===== config.mk =====
export PLATFORM = sky130hd
export DESIGN_NAME = operand_sel_stage
export DESIGN_NICKNAME = d
export VERILOG_FILES = /design/src/rtl/operand_sel_stage_pkg.sv /design/src/rtl/operand_sel_mux.sv /design/src/rtl/operand_sel_stage.sv
export SDC_FILE = /design/constraint.sdc
export NUM_CORES = 1
export LEC_CHECK = 0
export ABC_CLOCK_PERIOD_IN_PS = 6200
export CAP_MARGIN = 20
export CORE_MARGIN = 2
export CORE_UTILIZATION = 49
export CTS_BUF_LIST = sky130_fd_sc_hd__clkbuf_8
export DETAILED_ROUTE_END_ITERATION = 7
export GPL_TIMING_DRIVEN = 0
export MAX_ROUTING_LAYER = met4
export PLACE_DENSITY = 0.88
export SYNTH_ARGS = -nofsm -noshare
export SYNTH_HDL_FRONTEND = slang
export SYNTH_SLANG_ARGS = --single-unit

===== constraint.sdc =====
create_clock -name clk -period 6.2 [get_ports clk]
set_input_delay 1.55 -clock clk [delete_from_list [all_inputs] [get_ports clk]]
set_output_delay 1.55 -clock clk [all_outputs]
set_load 0.03 [all_outputs]

===== src/rtl/operand_sel_stage_pkg.sv =====
// Shared definitions for the operand-select pipeline stage.
// Latency: n/a (types, constants and helper function only).
// Backpressure: n/a.
package operand_sel_stage_pkg;

   // Default datapath width for operand-select instances.
   localparam int DEF_WIDTH = 32;

   // Legacy 3-source select encodings used by the EX-stage forwarding path.
   localparam logic [1:0] SRC_REG = 2'd0;
   localparam logic [1:0] SRC_MEM = 2'd1;
   localparam logic [1:0] SRC_WB  = 2'd2;

   // Select width for n sources. A 2-input mux still needs a 1-bit select,
   // so the width never drops below 1.
   function automatic int sel_w(input int n);
      return (n <= 2) ? 1 : $clog2(n);
   endfunction

endpackage


===== src/rtl/operand_sel_mux.sv =====
// Combinational N:1 operand mux with an illegal-select flag.
// Latency: 0 cycles (pure combinational).
// Backpressure: none; the caller qualifies the result with its own handshake.
//
// Ports:
//   in_data  flattened sources, source k at [k*WIDTH +: WIDTH]
//   sel      binary source index
//   value    selected source, or 0 when sel is out of range
//   err      1 when sel >= NUM_IN
module operand_sel_mux
   import operand_sel_stage_pkg::*;
#(
   parameter  int WIDTH  = DEF_WIDTH,
   parameter  int NUM_IN = 3,
   localparam int SEL_W  = sel_w(NUM_IN)
)(
   input  logic [NUM_IN*WIDTH-1:0] in_data,
   input  logic [SEL_W-1:0]        sel,
   output logic [WIDTH-1:0]        value,
   output logic                    err
);

   // Matching against every legal index keeps the out-of-range case implicit:
   // if no index matches, the defaults (value 0, err 1) remain. For
   // power-of-two NUM_IN every encoding matches, so err is constant 0.
   always_comb begin
      value = '0;
      err   = 1'b1;
      for (int k = 0; k < NUM_IN; k++) begin
         if (sel == SEL_W'(k)) begin
            value = in_data[k*WIDTH +: WIDTH];
            err   = 1'b0;
         end
      end
   end

endmodule


===== src/rtl/operand_sel_stage.sv =====
// Registered operand-select stage with a 2-entry (output + skid) buffer.
// Latency: 1 cycle from acceptance to out_data when the output register is free.
// Backpressure: in_ready is purely registered (drops only when the skid entry is full); full throughput under stalls.
//
// Ports:
//   clk, rst_n            clock, synchronous active-low reset
//   in_data/in_sel        flattened sources and source index
//   in_valid/in_ready     upstream handshake
//   flush                 discard held and incoming beats (synchronous)
//   out_data/out_sel_err  selected beat and its illegal-select flag
//   out_valid/out_ready   downstream handshake
//   err_count             saturating count of accepted illegal selects
module operand_sel_stage
   import operand_sel_stage_pkg::*;
#(
   parameter  int WIDTH  = DEF_WIDTH,
   parameter  int NUM_IN = 3,
   parameter  int CNT_W  = 16,
   localparam int SEL_W  = sel_w(NUM_IN)
)(
   input  logic                    clk,
   input  logic                    rst_n,
   input  logic [NUM_IN*WIDTH-1:0] in_data,
   input  logic [SEL_W-1:0]        in_sel,
   input  logic                    in_valid,
   output logic                    in_ready,
   input  logic                    flush,
   output logic [WIDTH-1:0]        out_data,
   output logic                    out_sel_err,
   output logic                    out_valid,
   input  logic                    out_ready,
   output logic [CNT_W-1:0]        err_count
);

   logic [WIDTH-1:0] mux_data;
   logic             mux_err;

   operand_sel_mux #(
      .WIDTH  (WIDTH),
      .NUM_IN (NUM_IN)
   ) u_mux (
      .in_data (in_data),
      .sel     (in_sel),
      .value   (mux_data),
      .err     (mux_err)
   );

   logic [WIDTH-1:0] skid_data;
   logic             skid_err;
   logic             skid_valid;
   logic             in_xfer;
   logic             out_free;
   logic             cnt_sat;

   // in_ready depends only on state, so out_ready never reaches upstream
   // combinationally; the skid entry absorbs the one beat in flight.
   assign in_ready = rst_n & ~skid_valid;
   assign in_xfer  = in_valid & in_ready & ~flush;
   assign out_free = ~out_valid | out_ready;
   assign cnt_sat  = &err_count;

   always_ff @(posedge clk) begin
      if (!rst_n) begin
         out_data    <= '0;
         out_sel_err <= 1'b0;
         out_valid   <= 1'b0;
         skid_data   <= '0;
         skid_err    <= 1'b0;
         skid_valid  <= 1'b0;
         err_count   <= '0;
      end else begin
         if (flush) begin
            // Payload registers keep their last values; only valids drop.
            out_valid  <= 1'b0;
            skid_valid <= 1'b0;
         end else if (out_free) begin
            if (skid_valid) begin
               // Older beat first; in_ready was 0 so nothing new arrives.
               out_data    <= skid_data;
               out_sel_err <= skid_err;
               out_valid   <= 1'b1;
               skid_valid  <= 1'b0;
            end else if (in_xfer) begin
               out_data    <= mux_data;
               out_sel_err <= mux_err;
               out_valid   <= 1'b1;
            end else begin
               out_valid   <= 1'b0;
            end
         end else if (in_xfer) begin
            // Output stalled: park the beat, which closes in_ready next cycle.
            skid_data  <= mux_data;
            skid_err   <= mux_err;
            skid_valid <= 1'b1;
         end

         // in_xfer already excludes flushed beats, so they are never counted.
         if (in_xfer && mux_err && !cnt_sat) begin
            err_count <= err_count + 1'b1;
         end
      end
   end

endmodule


==> PnR_summary.wiki <==
{| class="wikitable"
! Metric !! Value
|-
| Antenna violations before repair || 0
|-
| Buffers added on ports || 150
|-
| Clock tree from TritonCTS || yes
|-
| Post-synthesis sequential element count || 84
|-
| Worst-case headroom to the max-slew limit || 28.7%
|-
| Mean cell area of the mapped netlist || about 8.5 um2
|-
| Antenna violation net count after detailed routing || 0
|-
| Required @ worst endpoint || between 4000 and 5000 ps
|-
| Overflow left after global routing || 0
|-
| Share of cells above drive strength 1 || under 10%
|-
| Skew-Pair Late Insertion Delay || around 350 ps
|-
| Post-Route Skew || 9.66 ps
|-
| Post-route clock period utilization || roughly three quarters
|-
| Layout overhead on the synthesized area || 44.3%
|-
| Transition time of the tightest slew-check pin || 1060 ps
|-
| Cts bufs inserted || 9
|-
| Dpl cells || approximately 740
|-
| Total Power Consumption || 1100 uW
|-
| Via density per instance || between 5 and 6
|-
| Combined area of the multi-input logic cells || about 2200 um2
|-
| Time the worst path needs with I/O delays and setup || between 4000 and 5000 ps
|-
| Number of library cell types mapped by synthesis || 36
|-
| Number of fill cells || 630
|-
| Maximum net fanout on the critical path || 10
|-
| Via count of the routed design || ~4,300
|-
| Number of hold buffers added after CTS || 0
|-
| RD Place Congestion || 1.01
|-
| Clock Root Buffer || sky130_fd_sc_hd__clkbuf_8
|-
| Synth warnings || 0
|-
| Synthesized Nets || between 500 and 600
|-
| Final standard cell count with taps included and fillers excluded || roughly 750
|-
| Pre-antenna DRT Iters || 7
|-
| TritonCTS sink count || 84
|-
| Gate Count Post-Synth || 481
|-
| DRC violations left || 0
|-
| Width of the die || between 90 and 100 um
|-
| Crit path kind || input pin to primary output
|-
| Post CTS Setup Buffer Count || 0
|-
| Minimum hold slack || about 470 ps
|-
| CTS HTree Levels || 3
|-
| Drt first-iter violations || 192
|-
| Unrepaired setup endpoints after global routing || false
|-
| Critical path data arrival time || about 3000 ps
|-
| Worst-case clock buffer depth || 2
|-
| Sum of net half-perimeters after detailed placement || about 9000 um
|-
| Area of the core || approximately 8100 um2
|-
| Largest net degree at the start of global routing || 15
|-
| Final total negative setup slack || 0 ps
|-
| Quantity of gates resized following cts || 0
|-
| Largest voltage drop on the vdd net || 0.000147 V
|-
| Max-slew violations || 0
|-
| Share of synthesized area occupied by flip-flops and latches || 41.1%
|-
| Type of origin of the critical path || input pin
|-
| I/O pin count || ~150
|-
| Clock edge transition at the registers on the reported setup and hold paths || 80 ps
|-
| Global-route wire length before repair || approximately 19,000 um
|-
| Post-detailed-routing wire length || roughly 12,000 um
|-
| Initial core utilization || between 50% and 60%
|-
| Timing-limited maximum frequency || approximately 220 MHz
|-
| Register area || 1680 um2
|-
| Diodes inserted || 0
|-
| Number of nets in the layout || 746
|-
| Number of global-route vias before repair || slightly above 4,000
|-
| Number of setup violations in the final report || 0
|-
| Class of the tightest hold or removal check || flip-flop to flip-flop
|-
| Final design utilization || between 70% and 80%
|-
| Final count of hold timing violations || 0
|-
| Number of standard-cell rows in the floorplan || 33
|-
| Overall track demand over capacity in global routing || 27.7%
|-
| Worst setup EP type || primary output
|-
| Die Ht || ~95 um
|-
| Max-Cap Viols || 0
|-
| Average detailed-routed wire length per instance || 16.2 um
|-
| Outcome || finished clean
|-
| Netlist area before placement || between 4000 and 5000 um2
|-
| Leakage power of the design || approximately 0.002 uW
|-
| Power per standard cell area || between 150 and 200 nW/um2
|-
| Die outline area || just over 9000 um2
|}
## placed cells by master (no fill, tap or decap), types with 3 or more instances in the layout
master	n
sky130_fd_sc_hd__clkdlybuf4s50_1	150
sky130_fd_sc_hd__dfxtp_1	84
sky130_fd_sc_hd__nor2_1	68
sky130_fd_sc_hd__mux2i_1	67
sky130_fd_sc_hd__nand2_1	45
sky130_fd_sc_hd__nor3_1	36
sky130_fd_sc_hd__clkbuf_1	32
sky130_fd_sc_hd__o2bb2ai_1	32
sky130_fd_sc_hd__o22ai_1	32
sky130_fd_sc_hd__a21oi_1	15
sky130_fd_sc_hd__or4_1	10
sky130_fd_sc_hd__clkbuf_8	10
sky130_fd_sc_hd__o31ai_1	8
sky130_fd_sc_hd__buf_1	7
sky130_fd_sc_hd__nand3_1	6
sky130_fd_sc_hd__nand2b_1	5
sky130_fd_sc_hd__nand4_1	3
sky130_fd_sc_hd__o21ai_0	3
sky130_fd_sc_hd__or3_1	3
sky130_fd_sc_hd__nor4_1	3
sky130_fd_sc_hd__clkinv_2	3
## metal layers
metal  track usage, %  share of wire (%)  routed length (um)
met1             32.7                 40                4900
met2             46.8                 50                6150
met3             4.98                7.4                 901
met4             11.4                2.0                 248
met5                -                  0                   0
## worst max-delay path, cell delays in order
cell and delay, ps:
sky130_fd_sc_hd__buf_4 140, sky130_fd_sc_hd__inv_2 170, sky130_fd_sc_hd__clkbuf_1 430, sky130_fd_sc_hd__nor2_1 70
sky130_fd_sc_hd__clkdlybuf4s50_1 620
## synth_stat cells
| master | count | area, um2 |
|---|---|---|
| sky130_fd_sc_hd__nor4_1 | 3 | 18.8 |
| sky130_fd_sc_hd__clkbuf_1 | 32 | 120 |
| sky130_fd_sc_hd__inv_2 | 1 | 3.75 |
| sky130_fd_sc_hd__dfxtp_1 | 84 | 1680 |
| sky130_fd_sc_hd__mux2i_1 | 67 | 671 |
| sky130_fd_sc_hd__nand2b_1 | 5 | 31.3 |
| sky130_fd_sc_hd__buf_2 | 2 | 10.0 |
| sky130_fd_sc_hd__nor2_1 | 68 | 255 |
| sky130_fd_sc_hd__and4bb_2 | 1 | 12.5 |
| sky130_fd_sc_hd__nand2_1 | 45 | 169 |
| sky130_fd_sc_hd__inv_1 | 1 | 3.75 |
| sky130_fd_sc_hd__buf_1 | 7 | 26.3 |
| sky130_fd_sc_hd__nand4_1 | 3 | 18.8 |
| sky130_fd_sc_hd__or2_2 | 1 | 6.26 |
| sky130_fd_sc_hd__o2bb2ai_1 | 32 | 280 |
| sky130_fd_sc_hd__nand4b_1 | 1 | 8.76 |
| sky130_fd_sc_hd__o21a_1 | 2 | 15.0 |
| sky130_fd_sc_hd__o31ai_1 | 8 | 60.1 |
| sky130_fd_sc_hd__nor2b_1 | 2 | 12.5 |
| sky130_fd_sc_hd__o22ai_1 | 32 | 200 |
| sky130_fd_sc_hd__or3b_2 | 1 | 8.76 |
| sky130_fd_sc_hd__nand3_1 | 6 | 30.0 |
| sky130_fd_sc_hd__or3_1 | 3 | 18.8 |
| sky130_fd_sc_hd__a21oi_1 | 15 | 75.1 |
| sky130_fd_sc_hd__and3_1 | 1 | 6.26 |
| sky130_fd_sc_hd__nand2b_2 | 1 | 8.76 |
| sky130_fd_sc_hd__o311ai_0 | 1 | 8.76 |
| sky130_fd_sc_hd__nor3_1 | 36 | 180 |
| sky130_fd_sc_hd__buf_4 | 2 | 15.0 |
| sky130_fd_sc_hd__ha_1 | 1 | 12.5 |
| sky130_fd_sc_hd__a211oi_1 | 1 | 7.51 |
| sky130_fd_sc_hd__o211ai_1 | 1 | 7.51 |
| sky130_fd_sc_hd__and4_1 | 1 | 8.76 |
| sky130_fd_sc_hd__or4_1 | 10 | 75.1 |
| sky130_fd_sc_hd__o21ai_0 | 3 | 15.0 |
| sky130_fd_sc_hd__o41ai_1 | 1 | 8.76 |
## sequential cells by signal (all words and copies together), names as in the netlist
signal       flops
out_data        32
skid_data       32
err_count       16
out_sel_err      1
out_valid        1
skid_err         1
skid_valid       1
## cell type report
type | instances | share of cell area [%]
Sequential cell | 84 | 28.5
Tap cell | 105 | 2.23
Buffer | 43 | 2.90
Clock buffer | 10 | 2.33
Inverter | 2 | 0.127
Clock inverter | 6 | 0.678
Timing Repair Buffer | 150 | 25.4
Multi-Input combinational cell | 352 | 37.8
## logic make-up (layout without fill, tap and decap cells)
family                     Yosys count  in the layout  synth area share [%]
buffers and inverters               45            211                  4.37
adders and majority gates            1              1                 0.306
AOI/OAI and AO/OA                   96             96                  16.6
muxes                               67             67                  16.4
DFF                                 84             84                  41.1
and+or+nand+nor                    188            188                  21.3
## metrics by stage
stage,instance area (um2),setup slack [ps]
CTS,5900,1670
floorplan,4090,2290
detailed placement,5720,1670
global route,5900,1550
global placement,5720,1680
finish,5900,1660
## power by group
| part | switching, uW | internal (uW) |
|---|---|---|
| registers | 4.79 | 548 |
| logic | 87.9 | 101 |
| clock network | 201 | 156 |
| total | 293 | 805 |
## path summary, 6_finish.rpt
check	startpoint	end	slack [ps]	cells past startpoint
min reg2reg	skid_err	skid_err	470	2
min	skid_err	skid_err	470	2
max reg2reg	skid_valid	out_data[14]	3640	6
max	rst_n	in_ready	1660	5
Note: power is estimated with default switching activity, not from simulation.
